===== src/rtl/clk_div_prog.sv =====
// Multi-channel runtime-programmable integer clock divider. Each channel emits a
// registered near-50% square wave, a period-end strobe and a pending-load flag.
module clk_div_prog #(
    parameter int NUM_CH  = 2,
    parameter int CNT_W   = 8,
    parameter int DIV_RST = 2
) (
    input  logic                    clk_i,
    input  logic                    rst,
    input  logic [NUM_CH-1:0]       en_i,
    input  logic [NUM_CH-1:0]       load_i,
    input  logic [NUM_CH*CNT_W-1:0] div_i,
    output logic [NUM_CH-1:0]       clk_o,
    output logic [NUM_CH-1:0]       tick_o,
    output logic [NUM_CH-1:0]       pend_o
);

    localparam logic [CNT_W-1:0] ZERO_C    = {CNT_W{1'b0}};
    localparam logic [CNT_W-1:0] ONE_C     = {{(CNT_W-1){1'b0}}, 1'b1};
    localparam logic [CNT_W-1:0] DIV_RST_C = CNT_W'(DIV_RST);

    // ceil(d/2) without widening: the high phase length of a period of d cycles
    function automatic logic [CNT_W-1:0] half_ceil(input logic [CNT_W-1:0] d);
        return (d >> 1) + {{(CNT_W-1){1'b0}}, d[0]};
    endfunction

    logic [NUM_CH-1:0][CNT_W-1:0] cnt_r;
    logic [NUM_CH-1:0][CNT_W-1:0] div_r;
    logic [NUM_CH-1:0][CNT_W-1:0] pdiv_r;
    logic [NUM_CH-1:0]            pend_r;
    logic [NUM_CH-1:0]            run_r;
    logic [NUM_CH-1:0]            clk_r;
    logic [NUM_CH-1:0]            tick_r;

    logic [NUM_CH-1:0][CNT_W-1:0] div_in_s;
    logic [NUM_CH-1:0][CNT_W-1:0] div_n_s;
    logic [NUM_CH-1:0][CNT_W-1:0] cnt_n_s;
    logic [NUM_CH-1:0]            wrap_s;
    logic [NUM_CH-1:0]            bound_s;
    logic [NUM_CH-1:0]            apply_s;

    // Next-state decode per channel. run_r is low on the first enabled edge after
    // a disable or reset; that edge starts a fresh period at cnt 0 and counts as a
    // period boundary, so clk_o is high from the enabling edge onward.
    always_comb begin
        div_in_s = '0;
        div_n_s  = '0;
        cnt_n_s  = '0;
        wrap_s   = '0;
        bound_s  = '0;
        apply_s  = '0;
        for (int c = 0; c < NUM_CH; c++) begin
            if (div_i[c*CNT_W +: CNT_W] == ZERO_C) begin
                div_in_s[c] = ONE_C;
            end else begin
                div_in_s[c] = div_i[c*CNT_W +: CNT_W];
            end

            wrap_s[c]  = run_r[c] & (cnt_r[c] == (div_r[c] - ONE_C));
            bound_s[c] = ~en_i[c] | ~run_r[c] | wrap_s[c];
            apply_s[c] = bound_s[c] & (load_i[c] | pend_r[c]);

            // A load on the boundary edge itself beats an older pending value
            if (apply_s[c]) begin
                if (load_i[c]) begin
                    div_n_s[c] = div_in_s[c];
                end else begin
                    div_n_s[c] = pdiv_r[c];
                end
            end else begin
                div_n_s[c] = div_r[c];
            end

            if (run_r[c] && !wrap_s[c]) begin
                cnt_n_s[c] = cnt_r[c] + ONE_C;
            end else begin
                cnt_n_s[c] = ZERO_C;
            end
        end
    end

    // Channel state and registered outputs
    always_ff @(posedge clk_i) begin
        if (rst) begin
            cnt_r  <= '0;
            div_r  <= {NUM_CH{DIV_RST_C}};
            pdiv_r <= '0;
            pend_r <= '0;
            run_r  <= '0;
            clk_r  <= '0;
            tick_r <= '0;
        end else begin
            for (int c = 0; c < NUM_CH; c++) begin
                if (apply_s[c]) begin
                    div_r[c]  <= div_n_s[c];
                    pend_r[c] <= 1'b0;
                end else if (load_i[c]) begin
                    pdiv_r[c] <= div_in_s[c];
                    pend_r[c] <= 1'b1;
                end else begin
                    pend_r[c] <= pend_r[c];
                end

                if (en_i[c]) begin
                    cnt_r[c]  <= cnt_n_s[c];
                    run_r[c]  <= 1'b1;
                    clk_r[c]  <= (cnt_n_s[c] < half_ceil(div_n_s[c]));
                    tick_r[c] <= (cnt_n_s[c] == (div_n_s[c] - ONE_C));
                end else begin
                    cnt_r[c]  <= ZERO_C;
                    run_r[c]  <= 1'b0;
                    clk_r[c]  <= 1'b0;
                    tick_r[c] <= 1'b0;
                end
            end
        end
    end

    assign clk_o  = clk_r;
    assign tick_o = tick_r;
    assign pend_o = pend_r;

endmodule


===== config.mk =====
export PLATFORM = sky130hd
export DESIGN_NAME = clk_div_prog
export DESIGN_NICKNAME = d
export VERILOG_FILES = /design/src/rtl/clk_div_prog.sv
export SDC_FILE = /design/constraint.sdc
export NUM_CORES = 1
export LEC_CHECK = 0
export CAP_MARGIN = 40
export CORE_MARGIN = 4
export CORE_UTILIZATION = 60
export CTS_BUF_LIST = sky130_fd_sc_hd__clkbuf_4 sky130_fd_sc_hd__clkbuf_8 sky130_fd_sc_hd__clkbuf_16
export DETAILED_ROUTE_END_ITERATION = 8
export MAX_ROUTING_LAYER = met4
export PLACE_DENSITY_LB_ADDON = 0.12
export SYNTH_ARGS = -nofsm -noshare
export SYNTH_HDL_FRONTEND = slang
export SYNTH_SLANG_ARGS = --single-unit

===== constraint.sdc =====
create_clock -name clk_i -period 5.3 [get_ports clk_i]
set_clock_uncertainty 0.15 [all_clocks]
set_input_delay 1.06 -clock clk_i [delete_from_list [all_inputs] [get_ports clk_i]]
set_output_delay 1.06 -clock clk_i [all_outputs]
set_load 0.005 [all_outputs]

==> summary.log <==
INFO  pwr            power-per-cell-area=228mW/mm2
INFO  drt            drt_drc_violations_left=0
INFO  clocking       cts_max_level=2
INFO  cells_and_area area_delta_synth_final=11.8%
INFO  clocking       cts-buffers-inserted=5
INFO  cells_and_area nets=575
INFO  cells_and_area multi_input_comb_area=0.00287mm2
INFO  worst_hold_path hold_path_depth=2
INFO  floorplanning  core_region_area=0.00679mm2
INFO  critical_path  critical_path_class=reg2reg
INFO  critical_path  reg2reg_from=div_r[8]$_SDFFE_PP0N_
INFO  timing         hold_viol=0
INFO  synth          asyncSetResetFlopFracSynth=0
INFO  timing         final.hold.worst_slack=319ps
INFO  critical_path  critical_path.endpoint_type=flip-flop
INFO  job            max-cap-violations=0
INFO  clocking       insertion_delay=320ps
INFO  global_route   grt_pass1_wl=16400um
INFO  place          gp_routability_congestion=0.903
INFO  worst_hold_path worstHoldPathType=reg2reg
INFO  synth          ys_warn_count=0
INFO  synth          synth_sequential_area_ratio=0.268
INFO  global_route   first_global_vias=3492
INFO  synth          post_synth_mux_area_share=0.116
INFO  timing         drv_slew=0
INFO  clocking       post_cts.repair.setup_buffers=0
INFO  worst_hold_path hold_end=pdiv_r[0]$_SDFFE_PP0P_
INFO  floorplanning  initial_utilization=0.615
INFO  place          place_area=0.00456mm2
INFO  pwr            ir_drop_worst_case_vdd=0.134mV
INFO  cells_and_area diodes=0
INFO  drt            detail_route.iter0.violations=348
INFO  critical_path  crit_fanout=12
INFO  floorplanning  die_y=91.5um
INFO  synth          synth_flop_cell=sky130_fd_sc_hd__dfxtp_1
INFO  place          detailedPlacementHpwl=7570um
INFO  synth          synth_compound_area_frac=0.139
INFO  drt            final_antenna_net_count=0
INFO  drt            firstDrtPassIters=5
INFO  cells_and_area final_layout_size_suffix_gt1_frac=0.0830
INFO  global_route   grt_max_degree=22
INFO  critical_path  cp.required=5420ps
INFO  synth          synth_simple_gate_area_share=0.235
INFO  timing         max_slew_margin=0.404
INFO  timing         tightestPinTransition=886ps
INFO  synth          synth.cell_area=0.00418mm2
INFO  synth          netlist_top_cells_count=sky130_fd_sc_hd__nor2_1 (67), sky130_fd_sc_hd__dfxtp_1 (56), sky130_fd_sc_hd__mux2i_1 (37), sky130_fd_sc_hd__xor2_1 (30), sky130_fd_sc_hd__xnor2_1 (29)
INFO  synth          synthesis.nets=554
INFO  floorplanning  floorplan.rows=30
INFO  critical_path  worstRegToRegCells=18
INFO  run_status     run_status=completed
INFO  pwr            fin_total_pwr=1.07mW
INFO  place          placement.io_buffers=27
INFO  synth          most_instantiated_library_cell_after_synthesis=sky130_fd_sc_hd__nor2_1
INFO  synth          synthesis.area_per_instance=8.23um2
INFO  synth          yosys.area_share.xor_xnor=0.124
INFO  critical_path  register_to_register_setup_slack=660ps
INFO  timing         fmaxAchievable=0.215GHz
INFO  critical_path  worst-endpoint-arrival=4770ps
INFO  clocking       clkSinkCount=56
INFO  clocking       post_cts_resize_count=0
INFO  synth          synth_top_cell_by_area=sky130_fd_sc_hd__dfxtp_1
INFO  floorplanning  die-area=0.00837mm2
INFO  global_route   antenna_found_initial=0
INFO  clocking       cts_tree=yes
INFO  drt            wire_per_inst=15.6um
INFO  timing         final.setup.tns=0ps
INFO  drt            drt-vias-per-instance=5.88
INFO  floorplanning  die_w=91.5um
INFO  cells_and_area finalCoreUtilization=0.688
INFO  synth          syn-instance-count=508
INFO  synth          netlist-cell-type-count=62
INFO  floorplanning  ios=28
INFO  cells_and_area post-route-cell-area=0.00467mm2
INFO  synth          synth_fa_ha_area_frac=0.0718
INFO  critical_path  timing.critical_path.from_type=flip-flop
INFO  clocking       cts.path.max_buffers=2
INFO  critical_path  worstReg2RegEnd=clk_o[1]$_SDFF_PP0_
INFO  synth          synth_edf_count=0
INFO  synth          dominant_combinational_cell_family_by_area_after_synthesis=simple AND/OR/NAND/NOR gates
INFO  pwr            p_leak=2.03nW
INFO  drt            dr_total_vias=3679
INFO  timing         setup_viol=0
INFO  timing         unrepaired_setup_endpoints_after_global_routing=no
INFO  clocking       ctsRootBufferMaster=sky130_fd_sc_hd__clkbuf_8
INFO  global_route   globalRouteOverflowTotal=0
INFO  synth          post-synth-top-area-fraction=0.268
INFO  drt            wl=9770um
INFO  worst_hold_path worst_hold_startpoint=pdiv_r[0]$_SDFFE_PP0P_
INFO  global_route   gr-usage-all-layers=0.245
INFO  synth          synthTopCellsByArea=sky130_fd_sc_hd__dfxtp_1 (27%), sky130_fd_sc_hd__mux2i_1 (8.9%), sky130_fd_sc_hd__ha_1 (7.2%)
INFO  clocking       holdBufCountCts=0
INFO  cells_and_area final-seq-area=0.00112mm2
INFO  cells_and_area fillCellCount=584
INFO  synth          ys_seq_elements=56
INFO  clocking       cts.reportedPaths.clkPinSlew=100ps
INFO  timing         period_minus_slack=4640ps
INFO  timing         final_min_period_over_clock_period=0.876
cells by family after synthesis:
group | count (synthesis)
AOI/OAI and AO/OA | 81
and+or+nand+nor | 193
xor gates and xnor gates | 59
adders and majority gates | 24
DFF | 56
muxes | 47
buffers and inverters | 48
registers in the layout, summed over array words and instances, names as in the netlist:
register / count
cnt_r: 16
run_r: 2
pend_o: 2
clk_o: 2
pdiv_r: 16
tick_o: 2
div_r: 16
critical path: stages (launching register included):
cell and delay [ps]:
sky130_fd_sc_hd__dfxtp_1 390, sky130_fd_sc_hd__inv_1 80, sky130_fd_sc_hd__ha_1 280, sky130_fd_sc_hd__o21ba_2 240, sky130_fd_sc_hd__a221oi_1 270, sky130_fd_sc_hd__a41oi_1 70, sky130_fd_sc_hd__or4_1 610, sky130_fd_sc_hd__a211oi_4 450
sky130_fd_sc_hd__buf_4 290, sky130_fd_sc_hd__mux2i_1 90, sky130_fd_sc_hd__buf_4 170, sky130_fd_sc_hd__nor3_2 200, sky130_fd_sc_hd__nand3_1 140, sky130_fd_sc_hd__xnor2_1 170, sky130_fd_sc_hd__ha_1 290, sky130_fd_sc_hd__a21o_1 160
sky130_fd_sc_hd__a21o_1 170, sky130_fd_sc_hd__a211oi_1 230, sky130_fd_sc_hd__o21a_1 140
area by class of cell:
| cell class | instances | share of cell area |
|---|---|---|
| tap | 96 | 0.0257 |
| clock buffer | 6 | 0.0163 |
| sequential | 56 | 0.240 |
| inverter | 21 | 0.0169 |
| clock inverter | 2 | 0.00750 |
| timing repair buffer | 41 | 0.0803 |
| multi-input combinational | 404 | 0.613 |
metal layers:
layer	part of all wire	wire length, um	global-route usage
met1	0.50	4850	0.339
met5	0	0	-
met2	0.43	4210	0.368
met4	0.012	119	0.0691
met3	0.060	590	0.0398
how the worst max path moves through the flow:
stage                               start                   to  cells past startpoint
floorplan           div_r[8]$_SDFFE_PP0N_  clk_o[1]$_SDFF_PP0_                     20
global placement                div_i[10]  clk_o[1]$_SDFF_PP0_                     15
detailed placement              div_i[10]  clk_o[1]$_SDFF_PP0_                     14
CTS                 div_r[8]$_SDFFE_PP0N_  clk_o[1]$_SDFF_PP0_                     18
global route        div_r[8]$_SDFFE_PP0N_  clk_o[1]$_SDFF_PP0_                     18
finish              div_r[8]$_SDFFE_PP0N_  clk_o[1]$_SDFF_PP0_                     18
metrics by stage:
stage,instances,setup slack [ps]
6_report,626,656
5_1_grt,626,278
4_1_cts,626,640
3_5_place_dp,618,657
3_3_place_gp,618,758
2_1_floorplan,508,872
report_power, final:
group / switching [mW] / total [mW] / internal (mW)
combinational: 0.169 / 0.319 / 0.150
clock: 0.142 / 0.288 / 0.146
sequential: 0.0210 / 0.461 / 0.440
layout by cell type, fill, tap and decap left out, types with 5 or more instances in the layout:
cell / Yosys / layout
sky130_fd_sc_hd__a21o_1: 7 / 7
sky130_fd_sc_hd__dfxtp_1: 56 / 56
sky130_fd_sc_hd__or3_1: 6 / 6
sky130_fd_sc_hd__clkdlybuf4s50_1: 0 / 27
sky130_fd_sc_hd__and3_1: 10 / 10
sky130_fd_sc_hd__nand3b_1: 5 / 5
sky130_fd_sc_hd__nand3_1: 14 / 14
sky130_fd_sc_hd__xnor2_1: 29 / 29
sky130_fd_sc_hd__and2_1: 5 / 5
sky130_fd_sc_hd__mux2i_1: 37 / 37
sky130_fd_sc_hd__inv_1: 21 / 21
sky130_fd_sc_hd__nand2b_1: 10 / 10
sky130_fd_sc_hd__a21oi_1: 16 / 16
sky130_fd_sc_hd__nor3_1: 25 / 25
sky130_fd_sc_hd__o21ai_0: 13 / 13
sky130_fd_sc_hd__clkbuf_8: 0 / 5
sky130_fd_sc_hd__ha_1: 24 / 24
sky130_fd_sc_hd__xor2_1: 30 / 30
sky130_fd_sc_hd__or2_2: 5 / 5
sky130_fd_sc_hd__buf_4: 0 / 14
sky130_fd_sc_hd__nor2b_1: 6 / 6
sky130_fd_sc_hd__nand4_1: 6 / 6
sky130_fd_sc_hd__mux2_2: 9 / 9
sky130_fd_sc_hd__nand2_1: 16 / 16
sky130_fd_sc_hd__nor2_1: 67 / 67
sky130_fd_sc_hd__o21a_1: 5 / 5
Note: power is estimated with default switching activity, not from simulation.
